===== src/rtl/time_unit_counter.sv =====
// Modulo-(MAX+1) time-unit counter stage for the alarm-clock datapath.
// Counts on carry-in, supports user adjust and parallel load, and drives registered BCD display digits.
module time_unit_counter #(
    parameter int MAX    = 23,
    parameter int WIDTH  = 5,
    parameter int HOUR12 = 1
) (
    input  logic             clk,
    input  logic             rst,
    input  logic             inc,
    input  logic             set_up,
    input  logic             set_dn,
    input  logic             load,
    input  logic [WIDTH-1:0] load_val,
    input  logic             mode12,
    output logic [WIDTH-1:0] count,
    output logic             carry,
    output logic             load_err,
    output logic [3:0]       bcd_tens,
    output logic [3:0]       bcd_ones,
    output logic             pm
);

    localparam logic [WIDTH-1:0] MAX_V = WIDTH'(MAX);
    localparam bit USE12 = (HOUR12 == 1) && (MAX == 23);

    logic [6:0] raw_val;
    logic [6:0] disp_val;
    logic       pm_next;
    logic [3:0] tens_next;
    logic [3:0] ones_next;

    // Priority is load, then inc, then the user adjust; adjust wraps silently without carry.
    always_ff @(posedge clk or posedge rst) begin
        if (rst) begin
            count    <= '0;
            carry    <= 1'b0;
            load_err <= 1'b0;
        end else begin
            carry    <= 1'b0;
            load_err <= 1'b0;
            if (load) begin
                if (load_val > MAX_V) begin
                    load_err <= 1'b1;
                end else begin
                    count <= load_val;
                end
            end else if (inc) begin
                if (count == MAX_V) begin
                    count <= '0;
                    carry <= 1'b1;
                end else begin
                    count <= count + 1'b1;
                end
            end else if (set_up && !set_dn) begin
                count <= (count == MAX_V) ? '0 : count + 1'b1;
            end else if (set_dn && !set_up) begin
                count <= (count == '0) ? MAX_V : count - 1'b1;
            end
        end
    end

    always_comb begin
        raw_val  = 7'(count);
        disp_val = raw_val;
        pm_next  = 1'b0;
        if (USE12 && mode12) begin
            if (raw_val == 7'd0) begin
                disp_val = 7'd12;
            end else if (raw_val >= 7'd12) begin
                pm_next = 1'b1;
                if (raw_val > 7'd12) begin
                    disp_val = raw_val - 7'd12;
                end
            end
        end
        tens_next = 4'(disp_val / 7'd10);
        ones_next = 4'(disp_val % 7'd10);
    end

    // Display registers lag count by one edge so the divider sits in its own cycle.
    always_ff @(posedge clk or posedge rst) begin
        if (rst) begin
            bcd_tens <= 4'd0;
            bcd_ones <= 4'd0;
            pm       <= 1'b0;
        end else begin
            bcd_tens <= tens_next;
            bcd_ones <= ones_next;
            pm       <= pm_next;
        end
    end

endmodule


===== config.mk =====
export PLATFORM = sky130hd
export DESIGN_NAME = time_unit_counter
export DESIGN_NICKNAME = d
export VERILOG_FILES = /design/src/rtl/time_unit_counter.sv
export SDC_FILE = /design/constraint.sdc
export NUM_CORES = 1
export LEC_CHECK = 0
export CAP_MARGIN = 15
export CORE_MARGIN = 10
export CORE_UTILIZATION = 30
export CTS_BUF_LIST = sky130_fd_sc_hd__clkbuf_8 sky130_fd_sc_hd__clkbuf_16
export DETAILED_ROUTE_END_ITERATION = 8
export GPL_TIMING_DRIVEN = 0
export HOLD_SLACK_MARGIN = 0.12
export SLEW_MARGIN = 20
export SYNTH_ARGS = -nofsm -noshare
export SYNTH_HDL_FRONTEND = slang
export SYNTH_SLANG_ARGS = --single-unit

===== constraint.sdc =====
create_clock -name clk -period 3.3 [get_ports clk]
set_input_delay 0.495 -clock clk [delete_from_list [all_inputs] [get_ports clk]]
set_output_delay 0.495 -clock clk [all_outputs]
set_load 0.05 [all_outputs]

Word level (Yosys, flattened, before mapping)
Cells that the tools add are included.
{ "totals": {"ff_bits": 16} }
{ "classes": {"addsub": 3, "n_div": 2, "order_cmp": 3, "n_eq_ne": 2, "mux": 19, "n_reduce_logical": 7} }
{ "ops": {"columns": ["op", "count"], "rows": [
  ["$mux W5", 7],
  ["$mux W7", 4],
  ["$mux W1", 8],
  ["$div A7 B4 Y7 const B", 1],
  ["$mod A7 B4 Y7 const B", 1],
  ["$sub A5 B4 Y6 const B", 1],
  ["$add A5 B1 Y5 const B", 1],
  ["$eq A5 B5 Y1 const B", 1],
  ["$ge A5 B4 Y1 const B", 1],
  ["$gt A5 B4 Y1 const B", 1],
  ["$gt A5 B5 Y1 const B", 1],
  ["$logic_not A5 Y1", 1],
  ["$sub A5 B1 Y5 const B", 1],
  ["$reduce_bool A4 Y1", 1],
  ["$logic_and A1 B1 Y1", 2],
  ["$logic_not A1 Y1", 2],
  ["$ne A2 B2 Y1 const B", 1],
  ["$reduce_and A2 Y1", 1]
]} }

Logic depth before layout (Yosys ltp)
Gate-level depths: netlist of the first run.
{ "logic_depth": {"word_depth": 6, "mapped_depth": 14, "mapped_depth_nobuf": 13} }

Worst setup path after synthesis of the first run
Ideal clock, no wire load.
{ "synth_path": {"path_type": "reg-to-reg", "start": "register count[2]", "end": "register bcd_ones[2]", "setup_ns": 0.079, "arrival_time_ns": 3.550, "required_time_ns": 3.221, "setup_slack_ns": -0.330, "stages_incl_launch_ff": 13, "path_buffers": 0, "path_cell_list": "dfrtp_1 inv_1 ha_1 a2111o_1 o221ai_1 ha_1 a21bo_1 a221oi_4 xnor2_1 ha_1 o21ai_0 a221oi_4 mux2i_1"} }
{ "synth_via": {"elab_chain_cells": 6, "word_cells_on_any_way": 9, "classes_between": "add/sub (1); div (1); order compare (2); mux (4); reduce/logical (1)"} }
{ "synth_rtl": {"columns": ["element", "line", "text"], "rows": [
  ["start: declaration", "16", "output logic [WIDTH-1:0] count,"],
  ["start signal: assignment", "46", "count <= load_val;"],
  ["start signal: assignment", "53", "count <= count + 1'b1;"],
  ["start signal: assignment", "56", "count <= (count == MAX_V) ? '0 : count + 1'b1;"],
  ["$sub A5 B4 Y6 / $gt A5 B4 Y1 (equally long branches)", "73, 72", null],
  ["$mux W7", "72", "if (raw_val > 7'd12) begin"],
  ["$mux W7", "70", "end else if (raw_val >= 7'd12) begin"],
  ["$mux W7", "68", "if (raw_val == 7'd0) begin"],
  ["$mux W7 *", "67", "if (USE12 && mode12) begin"],
  ["$mod A7 B4 Y7 *", "78", "ones_next = 4'(disp_val % 7'd10);"],
  ["via ones_next[2]", "31", "logic [3:0] ones_next;"],
  ["end signal: assignment", "89", "bcd_ones <= ones_next;"],
  ["end: declaration", "20", "output logic [3:0] bcd_ones,"]
]} }
Mark *: on every way through the listed nets, which the timed path passes. The rest lies on a longest branch.
A chain may end at the register's enable or synchronous reset.

Final worst setup path of the first run
{ "layout_path": {"start": "register count[2]", "end": "register bcd_ones[1]"} }
Same word-level chain as after synthesis.

==> results of run 1 <==
cells by family after synthesis:
logic type / count (synthesis) / synth area share
AND/OR/NAND/NOR: 32 / 0.169
buffers and inverters: 13 / 0.0512
adder cells (fa/ha/maj): 9 / 0.100
multiplexers: 2 / 0.0178
XOR/XNOR: 4 / 0.0312
other: 1 / 0.00333
AO/OA/AOI/OAI: 39 / 0.271
flip-flops: 16 / 0.356
cells in the mapped netlist, drive strengths merged (2+ instances only):
library cell,number,area [µm²]
a211oi,5,37.5
a21oi,10,50.1
a221oi,3,61.3
and2,2,15.0
buf,3,20.0
dfrtp,16,400
ha,9,113
inv,9,33.8
mux2i,2,20.0
nand2,7,26.3
nand2b,3,18.8
nand3,4,20.0
nor2,5,21.3
nor2b,5,33.8
o21a,2,15.0
o21ai,8,40.0
xnor2,3,26.3
area by class of cell:
type	instances	area, µm²	share of cell area
inverters	9	33.8	0.0198
multi-input cells	87	736	0.431
flip-flops and latches	16	408	0.239
clock buffers	4	55.1	0.0322
repair buffers	43	388	0.227
well taps	48	60.1	0.0352
plain buffers	4	27.5	0.0161
repair_timing:
action | in CTS | in global routing
hold buffers | 0 | 0
hold endpoints to repair | 0 | 0
pin swaps | 7 | 7
resized for setup | 6 | 8
setup endpoints to repair | 4 | 4
setup buffers | 9 | 8
layer usage:
layer  global-route usage  wire, µm  up-vias  share of wire
li1                     -         -      509              -
met1               0.0973      1240      481           0.42
met2                0.158      1420       31           0.48
met3               0.0287       197        9          0.067
met4               0.0433        89        0          0.030
met5                    0         0        -              0
worst paths after layout:
kind / from / endpoint
setup / recovery: count[2] / bcd_ones[1]
max in group asynchronous: rst / count[2]
hold / removal: mode12 / bcd_tens[3]
setup reg to reg: count[2] / bcd_ones[1]
hold reg to reg: count[1] / count[1]
min in group asynchronous: rst / pm
power groups by stage:
stage / clock network, mW / logic, mW / registers (mW)
2_1_floorplan: 0 / 0.277 / 0.444
3_5_place_dp: 0 / 0.603 / 0.287
5_1_grt: 0.191 / 0.789 / 0.276
6_report: 0.177 / 0.729 / 0.272
4_1_cts: 0.183 / 0.671 / 0.272
3_3_place_gp: 0 / 0.591 / 0.285
through the flow:
| step | setup TNS (ns) | cells |
|---|---|---|
| global placement | -0.164 | 190 |
| floorplan | 0 | 116 |
| CTS | 0 | 203 |
| finish | 0 | 211 |
| detailed placement | -0.410 | 190 |
| global route | -0.351 | 211 |
worst reg2reg max path, stage by stage, from the launching register on:
cell	delay, ns
sky130_fd_sc_hd__dfrtp_4	0.51
sky130_fd_sc_hd__ha_4	0.18
sky130_fd_sc_hd__nor2b_4	0.13
sky130_fd_sc_hd__a2111o_1	0.39
sky130_fd_sc_hd__o221ai_2	0.09
sky130_fd_sc_hd__ha_2	0.21
sky130_fd_sc_hd__a21bo_1	0.22
sky130_fd_sc_hd__a221oi_4	0.33
sky130_fd_sc_hd__xnor2_2	0.17
sky130_fd_sc_hd__ha_2	0.22
sky130_fd_sc_hd__o21ai_2	0.07
sky130_fd_sc_hd__a221oi_4	0.33
sky130_fd_sc_hd__buf_4	0.17
sky130_fd_sc_hd__xor2_1	0.13
state kept, by name, indices dropped and copies added (netlist names):
register and flops:
bcd_ones 4, bcd_tens 4, carry 1, count 5, load_err 1, pm 1
==> key figures, run 1 <==
Die
  • Full die area: around 6600 µm²
  • Die outline height: just over 80 µm
  • Core area: 3630 µm²
  • Effective utilization at floorplan: 0.310
  • Row count: 22
  • Number of top-level pins: 28
  • Die outline width: 81.2 µm

Route
  • Post-detailed-route via-to-cell ratio: 4.88
  • Routed Wire Length: about 3000 µm
  • Routed length per placed instance: 14.0 µm
  • Total DRC errors in the routed layout: 0
  • First-pass DRT Iterations: 4
  • Final antenna-violating net count: 0
  • Total number of vias: 1,030
  • Count of routing violations after the opening detailed-route iteration: 28

Synth
  • Async set-reset flop share out of synthesis: 1.00
  • Number of warnings reported in the yosys synthesis log: 0
  • Register bit total from synthesis: 16
  • Count of flip-flops with a built-in enable after synthesis: 0
  • Cell count after synthesis: 116
  • Post-Syn Area: 1120 µm²
  • Most used flip-flop cell after synthesis: sky130_fd_sc_hd__dfrtp_1
  • Post-synth cell types: 42
  • Part of the Yosys area used for sequential elements: 0.356
  • Synth Net Count: 137
  • Average size of a mapped cell: ~9.7 µm²

Final layout
  • Finished Cell Area: 1710 µm²
  • Util after Layout: 0.470
  • Share of post-route cells with drive strength above 1: 0.294
  • Layout area overhead: 51.8%
  • Most common cell after layout, fill and taps aside: sky130_fd_sc_hd__clkdlybuf4s50_1
  • Leading cell types in the layout, fill and taps excluded: sky130_fd_sc_hd__clkdlybuf4s50_1 (26), sky130_fd_sc_hd__buf_4 (18), sky130_fd_sc_hd__dfrtp_1 (12), sky130_fd_sc_hd__a21oi_1 (10)
  • Antenna diode count: 0
  • Final-layout fill cell count: 352
  • Layout Nets: roughly 190

Pwr
  • Leakage power of the design: 0.737 nW
  • Internal power contribution: 668 µW
  • PD cells: between 600 and 700 nW/µm²
  • Net switching power figure: between 500 and 600 µW
  • Power share of the combinational group: 0.619
  • Switching power as a share of total power: 0.433
  • Peak supply drop: 0.000211 V
  • Clk network pwr share: 0.151
  • Pwr Total: 1.18 mW
  • Sequential power share: 0.230

Critical path
  • Combined buffer and inverter count along the critical path: 1
  • Levels on crit path: 13
  • R2r setup slk: 0.06 ns
  • Signal arrival time at the worst endpoint: around 3.4 ns
  • CP Max Fanout: 4
  • Critical path's slowest cell: sky130_fd_sc_hd__dfrtp_4
  • Slowest stage delay, CP: 0.51 ns
  • CP top delay family: compound AO/OA/AOI/OAI gates
  • Worst setup path category: register to register
  • Cell-by-cell trace of the critical path: ha_4 -> nor2b_4 -> a2111o_1 -> o221ai_2 -> ha_2 -> a21bo_1 -> a221oi_4 -> xnor2_2 -> ha_2 -> o21ai_2 -> a221oi_4 -> buf_4 -> xor2_1
  • Sort of element at the end of the critical path: register
  • Worst reg-to-reg path cell count: 13
  • Data required time at the worst endpoint: 3.48 ns
  • Critical path startpoint category: register

STA
  • Relative slew slack: 0.581
  • Final Hold Violating Endpoints: 0
  • Final worst path period share: 0.983
  • Actual transition at the worst max-transition pin: 0.628 ns
  • Hold_ws: 0.543 ns
  • Clock tree skew after final layout: 0.00596 ns
  • Worst-case setup margin in the final layout: 0.0560 ns
  • F_max: 308 MHz
  • Endpoints failing setup: 0
  • Shortest clock period the worst path allows after layout: 3.24 ns
  • Setup repair after global routing missed its margin: yes
  • Final max-slew violation count: 0

GRT
  • Total track usage: 0.0907
  • First-pass GRT wire length: approximately 4700 µm
  • Largest net degree at the start of global routing: 17
  • Via count of the first global-routing pass: roughly 1,000
  • Number of antenna violations at the first check in global routing: 0
  • Sum of overflow across all layers after global routing: 0

Placed design
  • Number of port buffers: 26
  • Final estimated routing congestion in global placement: 0.866
  • Setup Slack @ Placement: -0.171 ns
  • Sum of net half-perimeters after detailed placement: 2120 µm
  • Post-DP Area: 1460 µm²

Clocking
  • Clock Root Buffer: sky130_fd_sc_hd__clkbuf_8
  • Sink count of the clock tree: 16
  • Clock slew seen by the registers of the worst setup and hold paths: approximately 0.07 ns
  • Worst-case clock buffer depth: 2
  • CTS tree: yes
  • CTS H-tree depth: 1
  • Inserted Clock Buffers: 3
  • Worst-skew pair later-pin latency: ~0.25 ns

Outcome
  • Outcome: finished, final reports clean

Min path
  • Worst Hold Class: primary input to register
  • Number of cells traversed by the worst hold path: 3

Run
  • Max Cap Violations: 0
No activity file was read; power rests on OpenSTA's default activity.
==> inputs of run 2 (changes only) <==
- CORE_UTILIZATION: 30 -> 35
==> key figures, run 2 (synthesized netlist as in run 1, its figures left out) <==
Outcome
  • Outcome: finished, final reports clean

Pwr
  • Peak supply drop: 0.000266 V (+26%)
  • Pwr Total: 1.18 mW (-0.15%)
  • Leakage power of the design: 0.740 nW (+0.39%)
  • PD cells: 694 nW/µm² (+0.59%)

Critical path
  • CP top delay family: compound AO/OA/AOI/OAI gates
  • Signal arrival time at the worst endpoint: 3.33 ns (-0.09 ns)
  • Data required time at the worst endpoint: 3.49 ns (about the same)
  • R2r setup slk: 0.16 ns (+0.11 ns)
  • Critical path's slowest cell: sky130_fd_sc_hd__dfrtp_4
  • CP Max Fanout: 5 (+1)
  • Worst setup path category: register to register
  • Cell-by-cell trace of the critical path: ha_4 -> nor2b_2 -> a2111o_1 -> o221ai_2 -> ha_2 -> a21bo_4 -> a221oi_4 -> xnor2_2 -> ha_2 -> o21ai_2 -> a221oi_4 -> mux2i_1
  • Critical R2R Launch: count[2]
  • Worst reg-to-reg path cell count: 12 (-1)
  • Critical path startpoint category: register
  • Slowest stage delay, CP: 0.50 ns (about the same)
  • Sort of element at the end of the critical path: register
  • Combined buffer and inverter count along the critical path: 0 (-1)
  • Crit Reg-Reg Endpoint: bcd_ones[2]

STA
  • Final max-slew violation count: 0 (unchanged)
  • F_max: 319 MHz (+3.4%)
  • Final worst path period share: 0.951 (-0.0319)
  • Actual transition at the worst max-transition pin: 0.643 ns (+0.0152 ns)
  • Relative slew slack: 0.571 (-0.0102)
  • Final Hold Violating Endpoints: 0 (unchanged)
  • Endpoints failing setup: 0 (unchanged)
  • Shortest clock period the worst path allows after layout: 3.14 ns (-0.105 ns)
  • Clock tree skew after final layout: 0.00393 ns (-0.00203 ns)

Min path
  • Hold Crit Endpoint: bcd_tens[3]
  • Number of cells traversed by the worst hold path: 3 (unchanged)
  • Hold Crit Start: mode12
  • Worst Hold Class: primary input to register

Placed design
  • Number of port buffers: 26 (unchanged)
  • Final estimated routing congestion in global placement: 0.892 (+3.0%)
  • Post-DP Area: 1460 µm² (-0.34%)
  • Sum of net half-perimeters after detailed placement: 2150 µm (+1.4%)

GRT
  • First-pass GRT wire length: 4940 µm (+4.2%)
  • Number of antenna violations at the first check in global routing: 0 (unchanged)
  • Via count of the first global-routing pass: 1,062 (+3.6%)
  • Total track usage: 0.100 (+0.00932)
  • Largest net degree at the start of global routing: 17 (unchanged)
  • Sum of overflow across all layers after global routing: 0 (unchanged)

Route
  • First-pass DRT Iterations: 4 (unchanged)
  • Final antenna-violating net count: 0 (unchanged)
  • Routed Wire Length: 2950 µm (+0.34%)
  • Total number of vias: 1,040 (+0.97%)
  • Total DRC errors in the routed layout: 0 (unchanged)
  • Routed length per placed instance: 14.3 µm (+2.3%)
  • Post-detailed-route via-to-cell ratio: 5.02 (+2.9%)
  • Count of routing violations after the opening detailed-route iteration: 30 (+7.1%)

Die
  • Number of top-level pins: 28 (unchanged)
  • Core area: 3050 µm² (-16%)
  • Die outline height: 76.7 µm (-5.6%)
  • Row count: 20 (-9.1%)
  • Effective utilization at floorplan: 0.368 (+0.0589)
  • Die outline width: 76.7 µm (-5.6%)
  • Full die area: 5880 µm² (-11%)

Clocking
  • Clock Root Buffer: sky130_fd_sc_hd__clkbuf_8
  • Worst-skew pair later-pin latency: 0.26 ns (about the same)
  • Clock slew seen by the registers of the worst setup and hold paths: 0.07 ns (about the same)
  • Sink count of the clock tree: 16 (unchanged)
  • Worst-case clock buffer depth: 2 (unchanged)
  • CTS tree: yes
  • CTS hold repair buffers: 0 (unchanged)
  • Inserted Clock Buffers: 3 (unchanged)
  • CTS H-tree depth: 1 (unchanged)

Final layout
  • Flip-flop count of the largest register, all copies and words added: 5 (unchanged)
  • Top register by number of flip-flops: count
  • Most common cell after layout, fill and taps aside: sky130_fd_sc_hd__clkdlybuf4s50_1
  • Util after Layout: 0.555 (+0.0853)
  • Antenna diode count: 0 (unchanged)
  • Layout Nets: 185 (unchanged)
  • Finished Cell Area: 1700 µm² (-0.73%)
  • Biggest regs: count: 5 flops, bcd_ones: 4 flops, bcd_tens: 4 flops
  • Layout area overhead: 50.7%
  • Final-layout fill cell count: 285 (-19%)
  • Share of post-route cells with drive strength above 1: 0.294 (unchanged)
  • Leading cell types in the layout, fill and taps excluded: sky130_fd_sc_hd__clkdlybuf4s50_1 (26), sky130_fd_sc_hd__buf_4 (18), sky130_fd_sc_hd__dfrtp_1 (12), sky130_fd_sc_hd__a21oi_1 (10), sky130_fd_sc_hd__inv_1 (8)

Run
  • Max Cap Violations: 0 (unchanged)
[run 2: changes by cell type in the layout (fill, tap and decap cells not counted)]
cell / change
sky130_fd_sc_hd__a21bo_1: -1
sky130_fd_sc_hd__a21bo_4: +1
sky130_fd_sc_hd__ha_1: +1
sky130_fd_sc_hd__ha_4: -1
sky130_fd_sc_hd__inv_1: +1
sky130_fd_sc_hd__inv_2: -1
sky130_fd_sc_hd__nor2b_2: +1
sky130_fd_sc_hd__nor2b_4: -1
sky130_fd_sc_hd__o21ai_1: -1
sky130_fd_sc_hd__o21ai_2: +1
[run 2: cell type report]
cell class                      count  area [µm²]  area share
Sequential cell                    16         408       0.241
Tap cell                           44        55.1      0.0325
Inverter                            9        33.8      0.0199
Multi-Input combinational cell     87         728       0.430
Clock buffer                        4        55.1      0.0325
Timing Repair Buffer               43         388       0.229
Buffer                              4        27.5      0.0162
[run 2: worst max path at each step]
| stage | start | end | slack [ns] | depth (start not counted) |
|---|---|---|---|---|
| 3_3_place_gp | count[2] | bcd_ones[2] | -0.13 | 12 |
| 5_1_grt | count[0] | bcd_ones[2] | -0.009 | 14 |
| 3_5_place_dp | count[2] | bcd_ones[2] | -0.17 | 12 |
| 4_1_cts | count[1] | bcd_ones[2] | 0.004 | 14 |
| 2_1_floorplan | count[0] | bcd_ones[2] | 0.02 | 14 |
| 6_report | count[2] | bcd_ones[2] | 0.16 | 12 |
[run 2: report_power, final]
part	total [mW]	switching, mW	internal [mW]
sequential	0.269	0.0231	0.246
clock	0.181	0.0749	0.106
combinational	0.726	0.415	0.311
[run 2: routing by layer]
layer	wire length, µm	vias to the layer above	track usage
li1	-	513	-
met1	1230	497	0.116
met2	1470	23	0.161
met3	142	7	0.0198
met4	107	0	0.0706
met5	0	-	0
[run 2: timing repair]
item                       CTS  global route
gates resized for setup      2            10
setup endpoints to repair    4             4
hold endpoints to repair     0             0
setup buffers                6            11
cloned                       0             0
pin swaps                    5             9
[run 2: worst min-delay path: cells and delay by family]
family | cells | cell delay, ns
and+or+nand+nor | 2 | 0.11
buffers and inverters | 1 | 0.16
[run 2: metrics by stage]
step	TNS, ns	cells	setup slack [ns]	hold WS [ns]
3_3_place_gp	-0.339	186	-0.129	0.587
6_report	0	207	0.161	0.535
5_1_grt	-0.00937	207	-0.00937	0.565
3_5_place_dp	-0.527	186	-0.173	0.591
2_1_floorplan	0	116	0.0194	0.409
4_1_cts	0	196	0.00385	0.527
==> patch, RTL diff (config.mk and constraints of run 1) <==
Put one more register stage on the output `load_err`, without a reset. The value now appears one clock later. The other outputs are not delayed to match.
--- a/src/rtl/time_unit_counter.sv
+++ b/src/rtl/time_unit_counter.sv
@@ -25,4 +25,6 @@
     localparam bit USE12 = (HOUR12 == 1) && (MAX == 23);
 
+    logic load_err_s0;
+
     logic [6:0] raw_val;
     logic [6:0] disp_val;
@@ -36,11 +38,11 @@
             count    <= '0;
             carry    <= 1'b0;
-            load_err <= 1'b0;
+            load_err_s0 <= 1'b0;
         end else begin
             carry    <= 1'b0;
-            load_err <= 1'b0;
+            load_err_s0 <= 1'b0;
             if (load) begin
                 if (load_val > MAX_V) begin
-                    load_err <= 1'b1;
+                    load_err_s0 <= 1'b1;
                 end else begin
                     count <= load_val;
@@ -92,4 +94,8 @@
     end
 
+    always_ff @(posedge clk) begin
+        load_err <= load_err_s0;
+    end
+
 endmodule
 
Behaviour: not the same (Yosys sat finds a counterexample within 4 cycles, from zero or initial values and one cycle with rst high).
==> patch against run 1 <==
Total power down 7.6%. Routed wire length fell by 13%. Synthesized cell count decreased by 2.6%. Synthesized area decreased by 1.6%. Setup slack improved by 0.062 ns. Die area decreased by 1.2%. Design area decreased by 9.6%. Sequential cell count is 1 higher. Critical path type unchanged. Largest cell class unchanged.
==> patch: results (changes against run 1) <==
Yosys
  • Synth area leaders: dfrtp_1, ha_1, a21oi_1 (was dfrtp_1, ha_1, a221oi_4)
  • Synth top cells by count: dfrtp_1, a21oi_1, ha_1, inv_1, nand2_1 (was dfrtp_1, a21oi_1, ha_1, inv_1)
  • Syn_nets: 134 (was 137)
  • Fraction of registers with async set/reset: 0.941 (was 1.00)
  • EDFF count, synth: 0 (unchanged)
  • Distinct cells, synth: 42 (unchanged)
  • Register area share after synthesis: 0.380 (was 0.356)
  • Synth warnings: 0 (unchanged)

STA
  • Worst slew margin: 0.616 (was 0.581)
  • Hold slack: 0.349 ns (was 0.543 ns)
  • Fin Clk Skew: 0.000316 ns (was 0.00596 ns)
  • Fin. Hold Viols: 0 (unchanged)

Routing
  • Pre-antenna DRT Iters: 4 (unchanged)
  • Routed wire length: 2570 um (was 2940 um)
  • Met1 Routed Length: 1080 um (was 1240 um)
  • Vias per cell: 4.77 (was 4.88)
  • Met2 WL: 1250 um (was 1420 um)
  • DR iter-0 viols: 38 (was 28)
  • DR WL met3: 173 um (was 197 um)

Clock network
  • Post-CTS Resized: 1 (was 6)
  • # Post-CTS Setup Buffers: 2 (was 9)
  • Clock Latency Late Sink: roughly 0.24 ns
  • CTS max path bufs: 2 (unchanged)
  • Htree depth: 1 (unchanged)

Finish
  • Top flop regs: count: 5 flops, bcd_ones: 4 flops, bcd_tens: 4 flops (unchanged)
  • Final net count: 171 (was 185)
  • Synthesis-to-layout area growth: 39.4% (was 51.8%)
  • Number of inserted diodes: 0 (unchanged)
  • Fillers: 350 (was 352)
  • Layout cells sized above 1: 0.208 (was 0.294)

Setup path
  • Worst-path fanout max: 5 (was 4)
  • Crit path largest cell delay: 0.40 ns (was 0.51 ns)
  • Flop2flop setup slack: 0.12 ns (was 0.06 ns)
  • Worst Path Required: 3.46 ns (was 3.48 ns)
  • Crit path DAT: 3.34 ns (was 3.42 ns)
  • Critical-path top delay cell: dfrtp_2 (was dfrtp_4)

Power and ir drop
  • Logic pwr share: 0.600 (was 0.619)
  • Leakage power: 0.678 nW (was 0.737 nW)
  • Worst VDD drop: 217 uV (was 211 uV)
  • Net Switching: 0.000476 W (was 0.000510 W)
  • Sequential Power Share: 0.263 (was 0.230)

Placed design
  • Cell area after placement: 0.00143 mm^2 (was 0.00146 mm^2)
  • RePlAce Congestion: 0.793 (was 0.866)
  • Dpl ws: 0.00900 ns (was -0.171 ns)
  • Detail Placement HPWL: 2090 um (was 2120 um)
  • Port Buffers: 26 (unchanged)

Global routing
  • M3 GR Usage: 0.0199 (was 0.0287)
  • Initial antenna violation count: 0 (unchanged)
  • Vias in the first global route: 874 (was 1,025)
  • Met1 Usage GRT: 0.0958 (was 0.0973)
  • Global-route wire length before repair: 4090 um (was 4740 um)
  • Gr usage total: 0.0790 (was 0.0907)
  • GR met2 Demand/Resource: 0.127 (was 0.158)

Job
  • Max-Cap Viols: 0 (unchanged)

Outcome
  • Status: completed (unchanged)

Min path
  • Hold Path Class: register to register (was input pin to register)
[patch: per-stage QoR]
| step | std cells | power [W] |
|---|---|---|
| after global routing | 197 | 0.00116 |
| after global placement | 187 | 0.000895 |
| after floorplan | 113 | 0.000739 |
| final | 197 | 0.00109 |
| after detailed placement | 187 | 0.000911 |
| after CTS | 193 | 0.00107 |
[patch: worst paths after layout]
path,startpoint,end,depth (start not counted)
worst max-delay path,count[2],bcd_ones[2],14
worst min-delay path,load_err_s0,load_err,0
worst max register to register,count[2],bcd_ones[2],14
worst min register to register,load_err_s0,load_err,0
max in group asynchronous,rst,count[1],2
min in group asynchronous,rst,bcd_tens[2],2
[patch: layout make-up]
| type | instances | share of cell area |
|---|---|---|
| clock inverter | 1 | 0.00324 |
| inverter | 12 | 0.0397 |
| multi-input combinational | 81 | 0.402 |
| tap | 48 | 0.0389 |
| timing repair buffer | 32 | 0.206 |
| sequential | 17 | 0.276 |
| clock buffer | 3 | 0.0267 |
| buffer | 3 | 0.00810 |
[patch: kinds of logic (layout without fill, tap and decap cells)]
kind of cell / Yosys count / after routing / share of synthesized area
AO/OA/AOI/OAI: 36 / 36 / 0.238
AND/OR/NAND/NOR: 27 / 27 / 0.125
flip-flops: 17 / 17 / 0.380
buffers and inverters: 15 / 51 / 0.0667
adder cells (fa/ha/maj): 9 / 9 / 0.102
XOR/XNOR: 4 / 4 / 0.0384
multiplexers: 4 / 4 / 0.0463
other: 1 / 1 / 0.00339
[patch: worst max-delay path: cells and delay by family, from the launching register on]
kind,cells,cell delay [ns]
AOI/OAI and AO/OA,5,0.92
adders and majority gates,3,0.61
muxes,2,0.54
DFF,1,0.40
buffers and inverters,2,0.26
and+or+nand+nor,1,0.17
xor gates and xnor gates,1,0.17
